--- src/rtl/mem_arbiter_pkg.sv ---
// Shared definitions for the two-port RAM arbiter: FSM encoding and port indices.
package mem_arbiter_pkg;

    typedef enum logic [1:0] {
        ST_IDLE  = 2'd0,
        ST_ISSUE = 2'd1,
        ST_WAIT  = 2'd2,
        ST_DONE  = 2'd3
    } state_t;

    localparam int NUM_PORTS = 2;
    localparam int PORT_CPU  = 0;
    localparam int PORT_AUX  = 1;

endpackage

--- src/rtl/mem_arbiter_if.sv ---
// Requester/RAM bus of mem_arbiter; master = requesters plus RAM, slave = arbiter.
interface mem_arbiter_if
    import mem_arbiter_pkg::*;
#(
    parameter int ADDR_WIDTH = 13,
    parameter int DATA_WIDTH = 8
);
    logic [NUM_PORTS-1:0]  REQ;
    logic [NUM_PORTS-1:0]  WE;
    logic [ADDR_WIDTH-1:0] ADDR0;
    logic [ADDR_WIDTH-1:0] ADDR1;
    logic [DATA_WIDTH-1:0] WDATA0;
    logic [DATA_WIDTH-1:0] WDATA1;
    logic [NUM_PORTS-1:0]  ACK;
    logic [DATA_WIDTH-1:0] RDATA0;
    logic [DATA_WIDTH-1:0] RDATA1;
    logic [NUM_PORTS-1:0]  GNT;
    logic [ADDR_WIDTH-1:0] RAM_ADDR;
    logic [DATA_WIDTH-1:0] RAM_DATA;
    logic                  RAM_WE;
    logic [DATA_WIDTH-1:0] RAM_Q;

    modport master (
        output REQ, WE, ADDR0, ADDR1, WDATA0, WDATA1, RAM_Q,
        input  ACK, RDATA0, RDATA1, GNT, RAM_ADDR, RAM_DATA, RAM_WE
    );

    modport slave (
        input  REQ, WE, ADDR0, ADDR1, WDATA0, WDATA1, RAM_Q,
        output ACK, RDATA0, RDATA1, GNT, RAM_ADDR, RAM_DATA, RAM_WE
    );

endinterface

--- src/rtl/mem_arbiter_pick.sv ---
// Combinational 2-way winner select. Round-robin on ties by default;
// MEM_ARBITER_CPU_PRIORITY_EN makes the CPU port win every tie.
module mem_arbiter_pick
    import mem_arbiter_pkg::*;
(
    input  logic [NUM_PORTS-1:0] i_req,
    input  logic                 i_last,
    output logic [NUM_PORTS-1:0] o_win
);

`ifdef MEM_ARBITER_CPU_PRIORITY_EN
    logic w_last_unused;
    assign w_last_unused = i_last;

    always_comb begin
        o_win = '0;
        if (i_req[PORT_CPU])
            o_win[PORT_CPU] = 1'b1;
        else if (i_req[PORT_AUX])
            o_win[PORT_AUX] = 1'b1;
    end
`else
    // i_last is the index of the previous winner; a tie goes to the other port.
    always_comb begin
        o_win = '0;
        if (i_req[PORT_CPU] && i_req[PORT_AUX]) begin
            if (i_last)
                o_win[PORT_CPU] = 1'b1;
            else
                o_win[PORT_AUX] = 1'b1;
        end else begin
            o_win = i_req;
        end
    end
`endif

endmodule

--- src/rtl/mem_arbiter.sv ---
// Two-port REQ/ACK arbiter in front of a single-port synchronous RAM (1-cycle q latency).
// Tie policy is chosen in mem_arbiter_pick via MEM_ARBITER_CPU_PRIORITY_EN.
module mem_arbiter
    import mem_arbiter_pkg::*;
#(
    parameter int ADDR_WIDTH = 13,
    parameter int DATA_WIDTH = 8
) (
    input logic          CLK,
    input logic          RESET_n,
    mem_arbiter_if.slave bus
);

    // state    | meaning
    // ST_IDLE  | no owner; winner's command latched onto the RAM bus when any REQ
    // ST_ISSUE | RAM samples addr/data/we at the end of this cycle
    // ST_WAIT  | RAM_Q valid; read data captured, ACK raised for next cycle
    // ST_DONE  | ACK pulse to owner; REQ ignored; return to idle

    state_t                  r_state, w_state_nxt;
    logic [ADDR_WIDTH-1:0]   r_ram_addr, w_ram_addr_nxt;
    logic [DATA_WIDTH-1:0]   r_ram_data, w_ram_data_nxt;
    logic                    r_ram_we, w_ram_we_nxt;
    logic                    r_wr, w_wr_nxt;
    logic [NUM_PORTS-1:0]    r_gnt, w_gnt_nxt;
    logic [NUM_PORTS-1:0]    r_ack, w_ack_nxt;
    logic [DATA_WIDTH-1:0]   r_rdata0, w_rdata0_nxt;
    logic [DATA_WIDTH-1:0]   r_rdata1, w_rdata1_nxt;
    logic                    r_last, w_last_nxt;
    logic [NUM_PORTS-1:0]    w_win;

    mem_arbiter_pick u_pick (
        .i_req  (bus.REQ),
        .i_last (r_last),
        .o_win  (w_win)
    );

    always_ff @(posedge CLK or negedge RESET_n) begin
        if (!RESET_n) begin
            r_state    <= ST_IDLE;
            r_ram_addr <= '0;
            r_ram_data <= '0;
            r_ram_we   <= 1'b0;
            r_wr       <= 1'b0;
            r_gnt      <= '0;
            r_ack      <= '0;
            r_rdata0   <= '0;
            r_rdata1   <= '0;
            r_last     <= 1'b1;
        end else begin
            r_state    <= w_state_nxt;
            r_ram_addr <= w_ram_addr_nxt;
            r_ram_data <= w_ram_data_nxt;
            r_ram_we   <= w_ram_we_nxt;
            r_wr       <= w_wr_nxt;
            r_gnt      <= w_gnt_nxt;
            r_ack      <= w_ack_nxt;
            r_rdata0   <= w_rdata0_nxt;
            r_rdata1   <= w_rdata1_nxt;
            r_last     <= w_last_nxt;
        end
    end

    always_comb begin
        w_state_nxt    = r_state;
        w_ram_addr_nxt = r_ram_addr;
        w_ram_data_nxt = r_ram_data;
        w_ram_we_nxt   = r_ram_we;
        w_wr_nxt       = r_wr;
        w_gnt_nxt      = r_gnt;
        w_ack_nxt      = r_ack;
        w_rdata0_nxt   = r_rdata0;
        w_rdata1_nxt   = r_rdata1;
        w_last_nxt     = r_last;

        case (r_state)
            ST_IDLE: begin
                w_ram_we_nxt = 1'b0;
                w_ack_nxt    = '0;
                if (|w_win) begin
                    if (w_win[PORT_AUX]) begin
                        w_ram_addr_nxt = bus.ADDR1;
                        w_ram_data_nxt = bus.WDATA1;
                        w_ram_we_nxt   = bus.WE[PORT_AUX];
                        w_wr_nxt       = bus.WE[PORT_AUX];
                    end else begin
                        w_ram_addr_nxt = bus.ADDR0;
                        w_ram_data_nxt = bus.WDATA0;
                        w_ram_we_nxt   = bus.WE[PORT_CPU];
                        w_wr_nxt       = bus.WE[PORT_CPU];
                    end
                    w_gnt_nxt   = w_win;
                    w_last_nxt  = w_win[PORT_AUX];
                    w_state_nxt = ST_ISSUE;
                end
            end
            ST_ISSUE: begin
                w_ram_we_nxt = 1'b0;
                w_state_nxt  = ST_WAIT;
            end
            ST_WAIT: begin
                // The write strobe is already gone, so the latched r_wr decides.
                if (!r_wr) begin
                    if (r_gnt[PORT_AUX])
                        w_rdata1_nxt = bus.RAM_Q;
                    else
                        w_rdata0_nxt = bus.RAM_Q;
                end
                w_ack_nxt   = r_gnt;
                w_state_nxt = ST_DONE;
            end
            ST_DONE: begin
                w_ack_nxt   = '0;
                w_gnt_nxt   = '0;
                w_state_nxt = ST_IDLE;
            end
            default: w_state_nxt = ST_IDLE;
        endcase
    end

    assign bus.ACK      = r_ack;
    assign bus.GNT      = r_gnt;
    assign bus.RDATA0   = r_rdata0;
    assign bus.RDATA1   = r_rdata1;
    assign bus.RAM_ADDR = r_ram_addr;
    assign bus.RAM_DATA = r_ram_data;
    assign bus.RAM_WE   = r_ram_we;

endmodule

--- src/flat_wrapper.sv ---
// flat-port wrapper written by rule: the top's interface ports become plain ports
module mem_arbiter_flat import mem_arbiter_pkg::*;
#(
    parameter int ADDR_WIDTH = 13,
    parameter int DATA_WIDTH = 8
)
  (CLK, RESET_n, bus_REQ, bus_WE, bus_ADDR0, bus_ADDR1, bus_WDATA0, bus_WDATA1, bus_RAM_Q, bus_ACK, bus_RDATA0, bus_RDATA1, bus_GNT, bus_RAM_ADDR, bus_RAM_DATA, bus_RAM_WE);
  mem_arbiter_if #(.ADDR_WIDTH(ADDR_WIDTH), .DATA_WIDTH(DATA_WIDTH)) bus_i ();
  input logic CLK;
  input logic RESET_n;
  input wire logic [$bits(bus_i.REQ)-1:0] bus_REQ;
  input wire logic [$bits(bus_i.WE)-1:0] bus_WE;
  input wire logic [$bits(bus_i.ADDR0)-1:0] bus_ADDR0;
  input wire logic [$bits(bus_i.ADDR1)-1:0] bus_ADDR1;
  input wire logic [$bits(bus_i.WDATA0)-1:0] bus_WDATA0;
  input wire logic [$bits(bus_i.WDATA1)-1:0] bus_WDATA1;
  input wire logic [$bits(bus_i.RAM_Q)-1:0] bus_RAM_Q;
  output wire logic [$bits(bus_i.ACK)-1:0] bus_ACK;
  output wire logic [$bits(bus_i.RDATA0)-1:0] bus_RDATA0;
  output wire logic [$bits(bus_i.RDATA1)-1:0] bus_RDATA1;
  output wire logic [$bits(bus_i.GNT)-1:0] bus_GNT;
  output wire logic [$bits(bus_i.RAM_ADDR)-1:0] bus_RAM_ADDR;
  output wire logic [$bits(bus_i.RAM_DATA)-1:0] bus_RAM_DATA;
  output wire logic [$bits(bus_i.RAM_WE)-1:0] bus_RAM_WE;
  assign bus_i.REQ = bus_REQ;
  assign bus_i.WE = bus_WE;
  assign bus_i.ADDR0 = bus_ADDR0;
  assign bus_i.ADDR1 = bus_ADDR1;
  assign bus_i.WDATA0 = bus_WDATA0;
  assign bus_i.WDATA1 = bus_WDATA1;
  assign bus_i.RAM_Q = bus_RAM_Q;
  assign bus_ACK = bus_i.ACK;
  assign bus_RDATA0 = bus_i.RDATA0;
  assign bus_RDATA1 = bus_i.RDATA1;
  assign bus_GNT = bus_i.GNT;
  assign bus_RAM_ADDR = bus_i.RAM_ADDR;
  assign bus_RAM_DATA = bus_i.RAM_DATA;
  assign bus_RAM_WE = bus_i.RAM_WE;
  mem_arbiter #(.ADDR_WIDTH(ADDR_WIDTH), .DATA_WIDTH(DATA_WIDTH)) u_core (.CLK(CLK), .RESET_n(RESET_n), .bus(bus_i));
endmodule
--- config.mk ---
export PLATFORM = sky130hd
export DESIGN_NAME = mem_arbiter_flat
export DESIGN_NICKNAME = d
export VERILOG_FILES = /design/src/rtl/mem_arbiter_pkg.sv /design/src/rtl/mem_arbiter_if.sv /design/src/rtl/mem_arbiter_pick.sv /design/src/rtl/mem_arbiter.sv /design/src/flat_wrapper.sv
export SDC_FILE = /design/constraint.sdc
export NUM_CORES = 1
export LEC_CHECK = 0
export ABC_AREA = 1
export CORE_ASPECT_RATIO = 1.5
export CORE_MARGIN = 3
export CORE_UTILIZATION = 45
export DETAILED_ROUTE_END_ITERATION = 7
export PLACE_DENSITY_LB_ADDON = 0.12
export SYNTH_ARGS = -nofsm -noshare
export SYNTH_HDL_FRONTEND = slang
export SYNTH_SLANG_ARGS = --single-unit
--- constraint.sdc ---
create_clock -name CLK -period 2 [get_ports CLK]
set_input_delay 0.3 -clock CLK [delete_from_list [all_inputs] [get_ports CLK]]
set_output_delay 0.3 -clock CLK [all_outputs]
set_load 0.02 [all_outputs]
==> results.md <==
- CTS tree: yes
- Reg clk slew, reported paths: 80 ps
- Layout cell share with drive strength beyond 1: 0.1102
- Clk root buf: clkbuf_8
- Fin crit period: 1671 ps
- HP Class: flip-flop to flip-flop
- Worst path slowest cell: clkdlybuf4s50_1
- Hpwl dp: 3.892 mm
- IO Pins: 98
- Mapped cell area: 2218 um2
- Top FF cell, synth: dfrtp_1
- Net Sw Frac: 0.4038
- Synth Register Bits: 46
- Fillers: 406
- Number of synthesized flops with an enable pin: 0
- Slowest cell delay on critical path: 640 ps
- Post-synth ARST share: 1.000
- H-tree depth: 2
- Critical Path End Type: output port
- CP delay by family, top: buffers and inverters
- Initial DRT Pass Iterations: 4
- Worst Tran Pin Value: 553.7 ps
- Power Internal: 2867 uW
- Max_cap viols: 0
- Final slew viol count: 0
- Worst setup path category: flip-flop to output port
- Iter 0 DRT Violations: 82
- Vias in the first global route: 1,952
- Initial core utilization: 0.4766
- Clk sinks: 46
- Hold violation count in the final report: 0
- Ant. Diodes: 0
- Synth top area share: 0.5076
- Post-route clock period utilization: 0.8357
- Fmax: 0.5983 GHz
- Worst path bufs/invs: 1
- CP Cell Sequence: clkdlybuf4s50_1
- Ys Warns: 0
- Seq/Total Area, Yosys: 0.5195
- Die Y: 91.99 um
- Crit start category: flip-flop
- DRC Markers: 0
- CTS resizes: 0
- Commonest cells in the netlist: nand2_1 (141), dfrtp_1 (45), nand2_2 (23)
- GR Overflow Total: 0
- Worst Path Max Fanout: 5
- Clock latency on the worst-skew pair: 290 ps
- Chip width: 63.33 um
- Unrepaired setup endpoints after global routing: false
- P_sw: 1942 uW
- Setup Total Neg Slack: 0 ps
- IO buf count: 97
- Post-synth net total: 333
- First-pass GRT wire length: 8.549 mm
- CP required: 1700 ps
- # rows: 30
- Final ANT Viol Nets: 0
- WP depth: 1
- Logic pwr share: 0.520
- Core area: 4654 um2
- Die ar.: 5825 um2
- Vias per cell: 4.638
- Syn Inst Count: 273
- R2R depth: 6
- Relative slew slack: 0.6309
- Leak pwr: 0.001687 uW
- Ranking of synthesized cells by area: dfrtp_1 (51%), nand2_1 (24%), nand2_2 (6.5%)
- Design area: 3326 um2
- Most frequent cell after synthesis: nand2_1
- Max IR drop VDD: 0.0007774 V
- DRT Wirelength: 5.150 mm
- Clk pwr share: 0.138
- Avg WL per Cell: 11.81 um
- Initial antenna violation count: 0
- Clock Skew: 2.629 ps
- Post-placement cell area: 3207 um2
- Syn avg cell area: 8.126 um2
- Clk buf depth: 2
- Synth unique cells: 18
- Layout Nets: 431
- Largest area contributor in the netlist: dfrtp_1
- Total Routing Usage GR: 0.1806
- Power density cells: 1446 nW/um2
- Sequential share of power: 0.341
- Routability cong.: 0.8100
- Status: complete, no violations
- Largest net degree at the start of global routing: 25
- # setup viols final: 0
- Synth-to-layout area growth: 49.92%
- Arr. time, crit path: 1370 ps
- Worst hold path depth: 2
- Routed vias: 2,022
- CTS Buf Count: 5
-- cell families after synthesis --
group                    after synthesis  share of synthesized area
AND/OR/NAND/NOR                      177                     0.3429
flip-flops                            46                     0.5195
buffers and inverters                 26                    0.06994
AO/OA/AOI/OAI                         20                    0.04512
adder cells (fa/ha/maj)                4                    0.02256
-- cells in the final DEF (no fill, tap or decap), drive strengths merged --
cell type      Yosys  layout
ha                 4       4
bufinv             0       1
o21ai             20      20
buf               10       4
nand4              2       2
nand2            167     167
nand3              6       6
dfstp              1       1
nand3b             1       1
clkdlybuf4s50      0      96
clkbuf             0       5
nor2               1       1
clkinv             0       2
dlygate4sd3        0       1
inv               16      16
dfrtp             45      45
-- power groups by stage --
| stage | sequential (uW) | combinational, uW | clock [uW] |
|---|---|---|---|
| finish | 1640 | 2500 | 666 |
| global route | 1700 | 2740 | 719 |
| CTS | 1650 | 2540 | 686 |
| detailed placement | 1660 | 2530 | 0 |
| global placement | 1650 | 2490 | 0 |
| floorplan | 2110 | 988 | 0 |
-- sequential cells by signal, summed over array words and instances (netlist names) --
signal / flops
u_core.bus.RAM_ADDR: 13
u_core.bus.RDATA1: 8
u_core.bus.ACK: 2
u_core.r_state: 2
u_core.bus.GNT: 2
u_core.bus.RAM_DATA: 8
u_core.r_last: 1
u_core.bus.RDATA0: 8
u_core.bus.RAM_WE: 1
u_core.r_wr: 1
-- stage by stage --
stage | setup slack [ps] | total power [uW] | util | instances | hold slack [ps]
detailed placement | 256.6 | 4183 | 0.6890 | 427 | 314.9
global placement | 283.6 | 4131 | 0.6890 | 427 | 315.7
CTS | 308.4 | 4868 | 0.7145 | 436 | 486.6
global route | 281.7 | 5160 | 0.7145 | 436 | 500.0
floorplan | 757.5 | 3101 | - | 273 | 4.409
finish | 328.7 | 4808 | 0.7145 | 436 | 482.2
-- routing by layer --
layer | wire length [um] | GRT usage | up-vias | share of wire
met1 | 2153 | 0.2097 | 924 | 0.42
met5 | 0 | 0 | - | 0
met4 | 54 | 0.04865 | 0 | 0.010
li1 | - | - | 1028 | -
met3 | 369 | 0.05392 | 5 | 0.072
met2 | 2573 | 0.3191 | 65 | 0.50
-- what timing repair did --
item	CTS	global route
hold buffers	1	0
buffers inserted	0	0
endpoints found under the hold margin	17	0
-- cell type report --
type,count,area (um2),area share
inverter,16,62.56,0.01881
sequential,46,1152,0.3465
clock buffer,5,68.82,0.02069
clock inverter,3,40.04,0.01204
tap,64,80.08,0.02408
multi-input combinational,201,910.9,0.2739
timing repair buffer,101,1011,0.3040
-- worst paths after layout --
kind                                           to                   start  slack [ps]
max                                    bus_GNT[1]       u_core.bus.GNT[1]         330
min                        u_core.bus.RAM_ADDR[0]  u_core.bus.RAM_ADDR[0]         480
min in group asynchronous  u_core.bus.RAM_ADDR[2]                 RESET_n         530
min reg2reg                u_core.bus.RAM_ADDR[0]  u_core.bus.RAM_ADDR[0]         480
max reg2reg                u_core.bus.RAM_ADDR[0]       u_core.r_state[0]         430
max in group asynchronous           u_core.r_last                 RESET_n         880
Power figures use the tool's default switching activity.
